--- config.mk ---
export PLATFORM = sky130hd
export DESIGN_NAME = stopwatch_ctrl
export DESIGN_NICKNAME = d
export VERILOG_FILES = /design/src/rtl/stopwatch_pkg.sv /design/src/rtl/stopwatch_tick_prescaler.sv /design/src/rtl/stopwatch_ctrl.sv
export SDC_FILE = /design/constraint.sdc
export NUM_CORES = 1
export LEC_CHECK = 0
export CAP_MARGIN = 5
export CORE_AREA = 2 2 91 58
export CTS_CLUSTER_SIZE = 28
export DETAILED_ROUTE_END_ITERATION = 10
export DIE_AREA = 0 0 93 60
export MAX_ROUTING_LAYER = met4
export SYNTH_ARGS = -nofsm -noshare
export SYNTH_HDL_FRONTEND = slang
export SYNTH_SLANG_ARGS = --single-unit
--- constraint.sdc ---
create_clock -name clk -period 4.1 [get_ports clk]
set_clock_uncertainty 0.05 [all_clocks]
set_input_delay 0.82 -clock clk [delete_from_list [all_inputs] [get_ports clk]]
set_output_delay 0.82 -clock clk [all_outputs]
set_load 0.005 [all_outputs]
--- src/rtl/stopwatch_pkg.sv ---
// Shared types and defaults for the stopwatch control slice.
//   state_t            : control FSM state, 2-bit encoding
//   DEFAULT_DATA_WIDTH : default width of the counter value / display bus
//   DEFAULT_MAX        : default terminal count of the driven counter
//   is_counting()      : true in the states where the prescaler runs
package stopwatch_pkg;

    typedef enum logic [1:0] {
        IDLE    = 2'd0,
        RUNNING = 2'd1,
        PAUSED  = 2'd2,
        LAP     = 2'd3
    } state_t;

    localparam int DEFAULT_DATA_WIDTH = 16;
    localparam int DEFAULT_MAX        = 99;

    function automatic logic is_counting(input state_t s);
        return (s == RUNNING) || (s == LAP);
    endfunction

endpackage

--- src/rtl/stopwatch_tick_prescaler.sv ---
// Tick prescaler: divides clk by TICK_DIV while enabled.
//   clk     : system clock, rising edge
//   reset_n : synchronous active-low reset, clears the phase counter
//   en      : advance the phase counter this cycle (wraps to 0 after TICK_DIV-1)
//   clr     : force the phase counter to 0 (lower priority than reset)
//   tick    : phase counter is at TICK_DIV-1 (raw terminal flag, not gated by en)
module tick_prescaler #(
    parameter int TICK_DIV = 1000
) (
    input  logic clk,
    input  logic reset_n,
    input  logic en,
    input  logic clr,
    output logic tick
);

    localparam int CW = (TICK_DIV > 1) ? $clog2(TICK_DIV) : 1;
    localparam logic [CW-1:0] LAST = CW'(TICK_DIV - 1);

    logic [CW-1:0] r_tick_cnt;

    assign tick = (r_tick_cnt == LAST);

    always_ff @(posedge clk) begin
        if (!reset_n) begin
            r_tick_cnt <= '0;
        end else if (clr) begin
            r_tick_cnt <= '0;
        end else if (en) begin
            r_tick_cnt <= tick ? '0 : r_tick_cnt + 1'b1;
        end
    end

endmodule

--- src/rtl/stopwatch_ctrl.sv ---
// Stopwatch control FSM. Turns start/stop and lap/reset pulses into the
// counter's reset/start/stop controls, one counter advance per prescaler tick.
//   clk, reset_n : clock, synchronous active-low reset
//   btn_ss       : start/stop pulse (wins over btn_lr in the same cycle)
//   btn_lr       : lap/reset pulse
//   count_in     : current value of the driven counter
//   cnt_reset    : registered counter clear, one-cycle pulse on a reset request
//   cnt_start    : registered, high for one cycle after each tick edge
//   cnt_stop     : registered, low only in the cycle cnt_start is high
//   carry        : registered one-cycle pulse when the tick wraps MAX->0
//   display      : lap snapshot while in LAP, otherwise the live count
//   running      : high in RUNNING or LAP
//   lap_frozen   : high in LAP
//   dbg_state    : current FSM state, for observation only
module stopwatch_ctrl
    import stopwatch_pkg::*;
#(
    parameter int DATA_WIDTH = DEFAULT_DATA_WIDTH,
    parameter int MAX        = DEFAULT_MAX,
    parameter int TICK_DIV   = 1000
) (
    input  logic                  clk,
    input  logic                  reset_n,
    input  logic                  btn_ss,
    input  logic                  btn_lr,
    input  logic [DATA_WIDTH-1:0] count_in,
    output logic                  cnt_reset,
    output logic                  cnt_start,
    output logic                  cnt_stop,
    output logic                  carry,
    output logic [DATA_WIDTH-1:0] display,
    output logic                  running,
    output logic                  lap_frozen,
    output logic [1:0]            dbg_state
);

    state_t                r_state;
    logic [DATA_WIDTH-1:0] r_hold;
    logic                  r_cnt_reset;
    logic                  r_cnt_start;
    logic                  r_cnt_stop;
    logic                  r_carry;

    state_t                w_state_next;
    logic                  w_clear_req;
    logic                  w_lap_capture;
    logic                  w_counting;
    logic                  w_at_term;
    logic                  w_tick;
    logic                  w_pre_en;
    logic                  w_pre_clr;

    assign w_counting = is_counting(r_state);

    // A start/stop press on the terminal phase swallows the tick and freezes
    // the phase, so resuming later finishes that tick instead of leaking an
    // increment into the paused period.
    assign w_tick    = w_counting && w_at_term && !btn_ss;
    assign w_pre_en  = w_counting && !(btn_ss && w_at_term);
    assign w_pre_clr = (r_state == IDLE) ||
                       ((r_state == PAUSED) && btn_lr && !btn_ss);

    tick_prescaler #(
        .TICK_DIV (TICK_DIV)
    ) u_prescaler (
        .clk     (clk),
        .reset_n (reset_n),
        .en      (w_pre_en),
        .clr     (w_pre_clr),
        .tick    (w_at_term)
    );

    always_comb begin
        w_state_next  = r_state;
        w_clear_req   = 1'b0;
        w_lap_capture = 1'b0;
        case (r_state)
            IDLE: begin
                if (btn_ss)      w_state_next = RUNNING;
                else if (btn_lr) w_clear_req  = 1'b1;
            end
            RUNNING: begin
                if (btn_ss) begin
                    w_state_next = PAUSED;
                end else if (btn_lr) begin
                    w_state_next  = LAP;
                    w_lap_capture = 1'b1;
                end
            end
            LAP: begin
                if (btn_ss)      w_state_next = PAUSED;
                else if (btn_lr) w_state_next = RUNNING;
            end
            PAUSED: begin
                if (btn_ss) begin
                    w_state_next = RUNNING;
                end else if (btn_lr) begin
                    w_state_next = IDLE;
                    w_clear_req  = 1'b1;
                end
            end
            default: w_state_next = IDLE;
        endcase
    end

    always_ff @(posedge clk) begin
        if (!reset_n) begin
            r_state     <= IDLE;
            r_hold      <= '0;
            r_cnt_reset <= 1'b1;
            r_cnt_start <= 1'b0;
            r_cnt_stop  <= 1'b1;
            r_carry     <= 1'b0;
        end else begin
            r_state     <= w_state_next;
            if (w_lap_capture) r_hold <= count_in;
            r_cnt_reset <= w_clear_req;
            r_cnt_start <= w_tick;
            r_cnt_stop  <= !w_tick;
            // count_in is still the pre-increment value here; the counter
            // wraps on the next edge, in step with this pulse.
            r_carry     <= w_tick && (count_in == DATA_WIDTH'(MAX));
        end
    end

    assign cnt_reset  = r_cnt_reset;
    assign cnt_start  = r_cnt_start;
    assign cnt_stop   = r_cnt_stop;
    assign carry      = r_carry;
    assign display    = (r_state == LAP) ? r_hold : count_in;
    assign running    = w_counting;
    assign lap_frozen = (r_state == LAP);
    assign dbg_state  = r_state;

endmodule

# After elaboration in Yosys (flattened, before gate mapping)
# Cells that the tools add are included.
# totals
ramBits,0
mem_bits_ro,0
out_inout_bits,24
latchBits,0
mem_count,0
ff_bits,32
word_cells,48
# op_classes
order_cmp,0
shift,0
bitwise_logic,1
n_mul,0
n_addsub,1
n_reduce_logical,16
div_mod_pow,0
eq_ne,9
mux,14
# ops
op,n
"== test 16 x 7 -> 1 bit, second input constant",1
2-to-1 mux 16 bit,1
2-to-1 mux 2 bit,7
"adder 10 x 1 -> 10 bit, second input constant",1
"== test 10 bit, second input constant",1
2-to-1 mux 10 bit,1
"inequality test 3 bit, second input constant",3
one-hot mux 2 bit (4 select lines),1
logical AND 1 bit,7
"== test 2 bit, second input constant",2
2-to-1 mux 1 bit,4
AND reduction 4 bit,1
OR reduction 2 bit,2
zero test 1 bit,3
"== test 2 x 1 -> 1 bit, second input constant",1
zero test 2 bit,1
logical OR 1 bit,2
"inequality test 2 bit, second input constant",1
NOT 1 bit,1

# Logic depth before layout (Yosys ltp)
# depth
depth_word,5
ltp_mapped,6

# By module
# From an unflattened synthesis, not the netlist that was laid out.
# hier_totals
cells_unflattened,170
area_unflattened_um2,1624.1
# modules_own_cells
mod,cells_per_inst,instances,area_per_inst_um2,seq_area_each_um2
stopwatch_ctrl,118,1,1119.8,440.4
tick_prescaler,52,1,504.2,200.2

# Worst setup path after synthesis
# OpenSTA, ideal clock, no wires.
# synth_path
kind,register -> output
from,register r_state[0] (netlist: dbg_state[0])
to,output display[10]
path_slack_ns,1.977
t_arrival_ns,1.253
path_buffers,2
stages_incl_launch_ff,5
required_time_ns,3.230
path_cell_list,dfxtp_1 > buf_2 > nand2_1 > buf_2 > mux2_2
# synth_between
elab_chain_len,2
# synth_rtl
item,line,source
from (decl),stopwatch_ctrl.sv:37,state_t r_state;
from (signal assigned),stopwatch_ctrl.sv:115,r_state <= w_state_next;
== test 2 bit,stopwatch_ctrl.sv:130,assign display = (r_state == LAP) ? r_hold : count_in;
2-to-1 mux 16 bit,stopwatch_ctrl.sv:130,
to (decl),stopwatch_ctrl.sv:31,"output logic [DATA_WIDTH-1:0] display,"
# Every way passes these cells.

# Final worst setup path
# layout_path
from,register r_state[1] (netlist: dbg_state[1])
to,output display[0]
# The elaborated chain is that of the path after synthesis.

==> summary by stage <==
Status
The run finished with clean final reports.

Die
For this configuration, the core starts out at a cell density of 33.6%. The floorplan step set the die width to 93 um. For this design the top-level I/O count stands at 44.

The placeable core region is 0.00480 mm^2. In this run the vertical extent of the chip is 60 um. The overall die area is 0.00558 mm^2.

The number of standard-cell rows in the floorplan is 20.

Clock tree
The number of buffers created by CTS is 5. The clock-pin slew on the worst setup and hold paths is 70 ps. CTS built an H-tree with a depth of 2. The number of sinks handled by clock tree synthesis is 32. At the later pin of the worst-skew pair, clock insertion delay measures between 200 and 300 ps. The root buffer cell is sky130_fd_sc_hd__clkbuf_8. The maximum clock insertion buffer count is 2. The number of gates resized after CTS was 0.

The number of setup buffers added after CTS is 0. The TritonCTS clock tree is built. The number of hold buffers added after CTS is 0.

Timing
The final worst-path setup slack is 1100 ps. Setup repair after global routing left no endpoint under its margin. After routing, the total negative slack on setup checks comes to 0 ps. At the pin with the least slew margin, the transition time is between 900 and 1000 ps. The worst relative slew slack is 33.3%. The number of hold violations in the final report came to 0. For this run, the top clock speed supported by timing is 333 MHz. After layout, the minimum clock period comes to approximately 3000 ps. The final period utilization is 73.2%. The number of max-slew violations in the final report came to 0. Setup violations remaining at the end of the flow were counted as 0.

Yosys
Of all flip-flops after synthesis, the portion carrying an async set or reset was 0%. The average instance in the mapped netlist occupies 8.73 um^2. The count of yosys warnings during synthesis is 0. The top-area cell type share of the netlist area is 39.7%. In the synthesized netlist the dominant register cell turns out to be sky130_fd_sc_hd__dfxtp_1. Sorting the synthesized cells by how often they occur yields 43 x sky130_fd_sc_hd__nand2_1, 32 x sky130_fd_sc_hd__dfxtp_1, 18 x sky130_fd_sc_hd__a21boi_0, 16 x sky130_fd_sc_hd__mux2_2, 7 x sky130_fd_sc_hd__nor2_1. Summing the sequential cell areas from Yosys gives 39.7% of the chip area. The synthesis-stage register bit count is 32. The most repeated cell in the gate-level netlist after synthesis is sky130_fd_sc_hd__nand2_1. After synthesis the cells add up to roughly 0.0016 mm^2. Ranked by total cell area, the synthesized netlist is headed by sky130_fd_sc_hd__dfxtp_1 40%, sky130_fd_sc_hd__mux2_2 11%, sky130_fd_sc_hd__nand2_1 10%. Yosys mapped the design onto 40 distinct sky130hd cell types. The post-synthesis cell type with the largest combined area is sky130_fd_sc_hd__dfxtp_1. Yosys mapped a number of flops with a built-in enable equal to 0. The number of nets handed over by synthesis was roughly 210. Counting every instance in the synthesized netlist gives 185.

Global routing
The number of global-route vias before repair is 1260. The largest net degree at the start of global routing is 22. The first-pass GRT wire length is 6.21 mm. Global routing used 15.0% of the available tracks across all layers. Global routing finished with a remaining overflow of 0.

The number of antenna violations at the first check in global routing came to 0.

Critical path
Traced cell by cell, the critical path runs through nand2_1 > mux2_2 > clkdlybuf4s50_1. The type of destination of the critical path is a primary output. The maximum cell stage delay along the critical path is 490 ps.

Measured in cells, the most critical reg-to-reg path has a length of 4. Of all nets on the critical path, the largest fanout is 17. Among all stages on the critical path, the largest delay is contributed by sky130_fd_sc_hd__nand2_1. Data on the critical path arrives at its endpoint at 2130 ps.

The worst register-to-register path ends at r_hold[1]. The worst setup path is launched from a flop. The internal reg-to-reg setup slack is 2300 ps. At the worst endpoint, the required time is 3230 ps. The launch point of the worst reg-to-reg path is dbg_state[0]. The worst setup path is of the reg -> out kind.

Final layout
In the final layout, the share of cells above drive strength 1 is between 10% and 20%. The count of antenna diodes in the layout is 0. The final non-filler cell total is 292. The fill cell instance count of the final layout is 497. The number of nets at the end of the flow is approximately 250. The area added between synthesis and finish is 35.0%. In the final layout, flip-flops and latches occupy 641 um^2. In the final layout, the multi-input gates occupy 901 um^2.

Min path
The launch instance of the worst min-delay path is r_hold[2]. The worst hold path was traced through 2 stages. The worst hold endpoint is r_hold[2].

The path class of the lowest-slack min-delay path is reg -> reg.

Power
VDD sags by at most 0.201 mV. The internal power contribution is around 550 uW. The share of total power in combinational logic is 12.5%. The net switching power of the design is 156 uW.

The final total power is around 710 uW. Summed over all cells, the static leakage comes to ~0.74 nW. The total power divided by cell area is 324 mW/mm^2. The switching power share of the total is 22.1%. The proportion of power drawn by flip-flops and latches is between 40% and 50%. The clock network accounts for about 42% of the total power.

Place
At the placement stage, the worst setup path has a slack of 1220 ps. The count of input and output buffers is 43. The HPWL after detailed placement is roughly 2.8 mm.

The instance count after placement with tap cells included is around 280. At the end of routability-driven placement, the weighted congestion stood at just over 0.7.

Drt
After detailed routing, the number of vias per cell comes to slightly below 5. The mean routed wirelength per cell is 12.8 um. The remaining number of nets flagged by the antenna check after routing is 0. For this block, the routed nets add up to 3.75 mm of wire.

For this run, design rule violations remaining after detail routing come to 0. The first-pass iteration count of the detailed router is 4. The via count is 1414. The iteration-0 DRC count of the detailed router is 74.

Flow run
The total of max-cap violations is 0.
-- layout make-up --
| class | instances | area share, % |
|---|---|---|
| multi-input cells | 139 | 41.3 |
| repair buffers | 44 | 20.1 |
| clock inverters | 2 | 1.61 |
| clock buffers | 6 | 3.33 |
| flip-flops and latches | 32 | 29.4 |
| well taps | 66 | 3.79 |
| inverters | 3 | 0.516 |
-- sequential cells by signal, summed over array words and instances (netlist names) --
signal and cells:
cnt_start 1, r_hold 16, cnt_stop 1, carry 1, u_prescaler.r_tick_cnt 10, cnt_reset 1, dbg_state 2
-- placed cells by master, fill, tap and decap left out, types with 2 or more instances in the layout --
| cell | n |
|---|---|
| sky130_fd_sc_hd__o21ai_0 | 5 |
| sky130_fd_sc_hd__nor3_1 | 5 |
| sky130_fd_sc_hd__nand2_1 | 43 |
| sky130_fd_sc_hd__dfxtp_1 | 32 |
| sky130_fd_sc_hd__a21oi_1 | 5 |
| sky130_fd_sc_hd__nand4_1 | 4 |
| sky130_fd_sc_hd__clkbuf_8 | 5 |
| sky130_fd_sc_hd__or3b_2 | 2 |
| sky130_fd_sc_hd__inv_1 | 3 |
| sky130_fd_sc_hd__or3_1 | 3 |
| sky130_fd_sc_hd__nor4b_1 | 2 |
| sky130_fd_sc_hd__nand2b_1 | 2 |
| sky130_fd_sc_hd__a21o_1 | 2 |
| sky130_fd_sc_hd__mux2_2 | 16 |
| sky130_fd_sc_hd__a21boi_0 | 18 |
| sky130_fd_sc_hd__nor2_1 | 7 |
| sky130_fd_sc_hd__nand3_1 | 4 |
| sky130_fd_sc_hd__nor4_1 | 2 |
| sky130_fd_sc_hd__clkdlybuf4s50_1 | 43 |
-- kinds of logic after synthesis --
kind of cell    share of synthesized area [%]
flops                                    39.7
compound gates                           15.8
fa+ha+maj                               0.774
buf+inv                                  4.57
mux                                      11.2
xor+xnor                                 1.08
simple gates                             27.0
-- worst max-delay path: cells and delay by family (launching register included) --
family | cells | cell delay [ps]
flops | 1 | 450
simple gates | 1 | 490
buf+inv | 1 | 450
mux | 1 | 450
-- power by group through the flow --
stage	Sequential, mW	Combinational, mW	Clock (mW)
after floorplan	0.326	0.0360	0
after global placement	0.327	0.0887	0
after detailed placement	0.327	0.0890	0
after CTS	0.320	0.0897	0.305
after global routing	0.320	0.0962	0.319
final	0.320	0.0887	0.299
-- through the flow --
stage / hold WS [ps] / util, % / area, um^2
3_3_place_gp: 406 / 43.2 / 2070
4_1_cts: 421 / 45.4 / 2180
2_1_floorplan: 391 / - / 1620
6_report: 416 / 45.4 / 2180
3_5_place_dp: 410 / 43.2 / 2070
5_1_grt: 447 / 45.4 / 2180
-- how the worst max path moves through the flow --
stage / from / to / slack [ps] / cells past startpoint
finish: dbg_state[1] / display[0] / 1100 / 3
global route: dbg_state[1] / display[0] / 950 / 3
global placement: count_in[11] / display[11] / 1220 / 3
floorplan: dbg_state[0] / display[10] / 1980 / 4
detailed placement: count_in[0] / display[0] / 1220 / 3
CTS: dbg_state[1] / display[0] / 1060 / 3
-- layer usage --
metal  GRT usage [%]  routed length [um]
met3            3.66                 190
met1            21.6                2050
met2            20.4                1470
met4            5.04                  36
met5               -                   0
No activity file was read; power rests on OpenSTA's default activity.
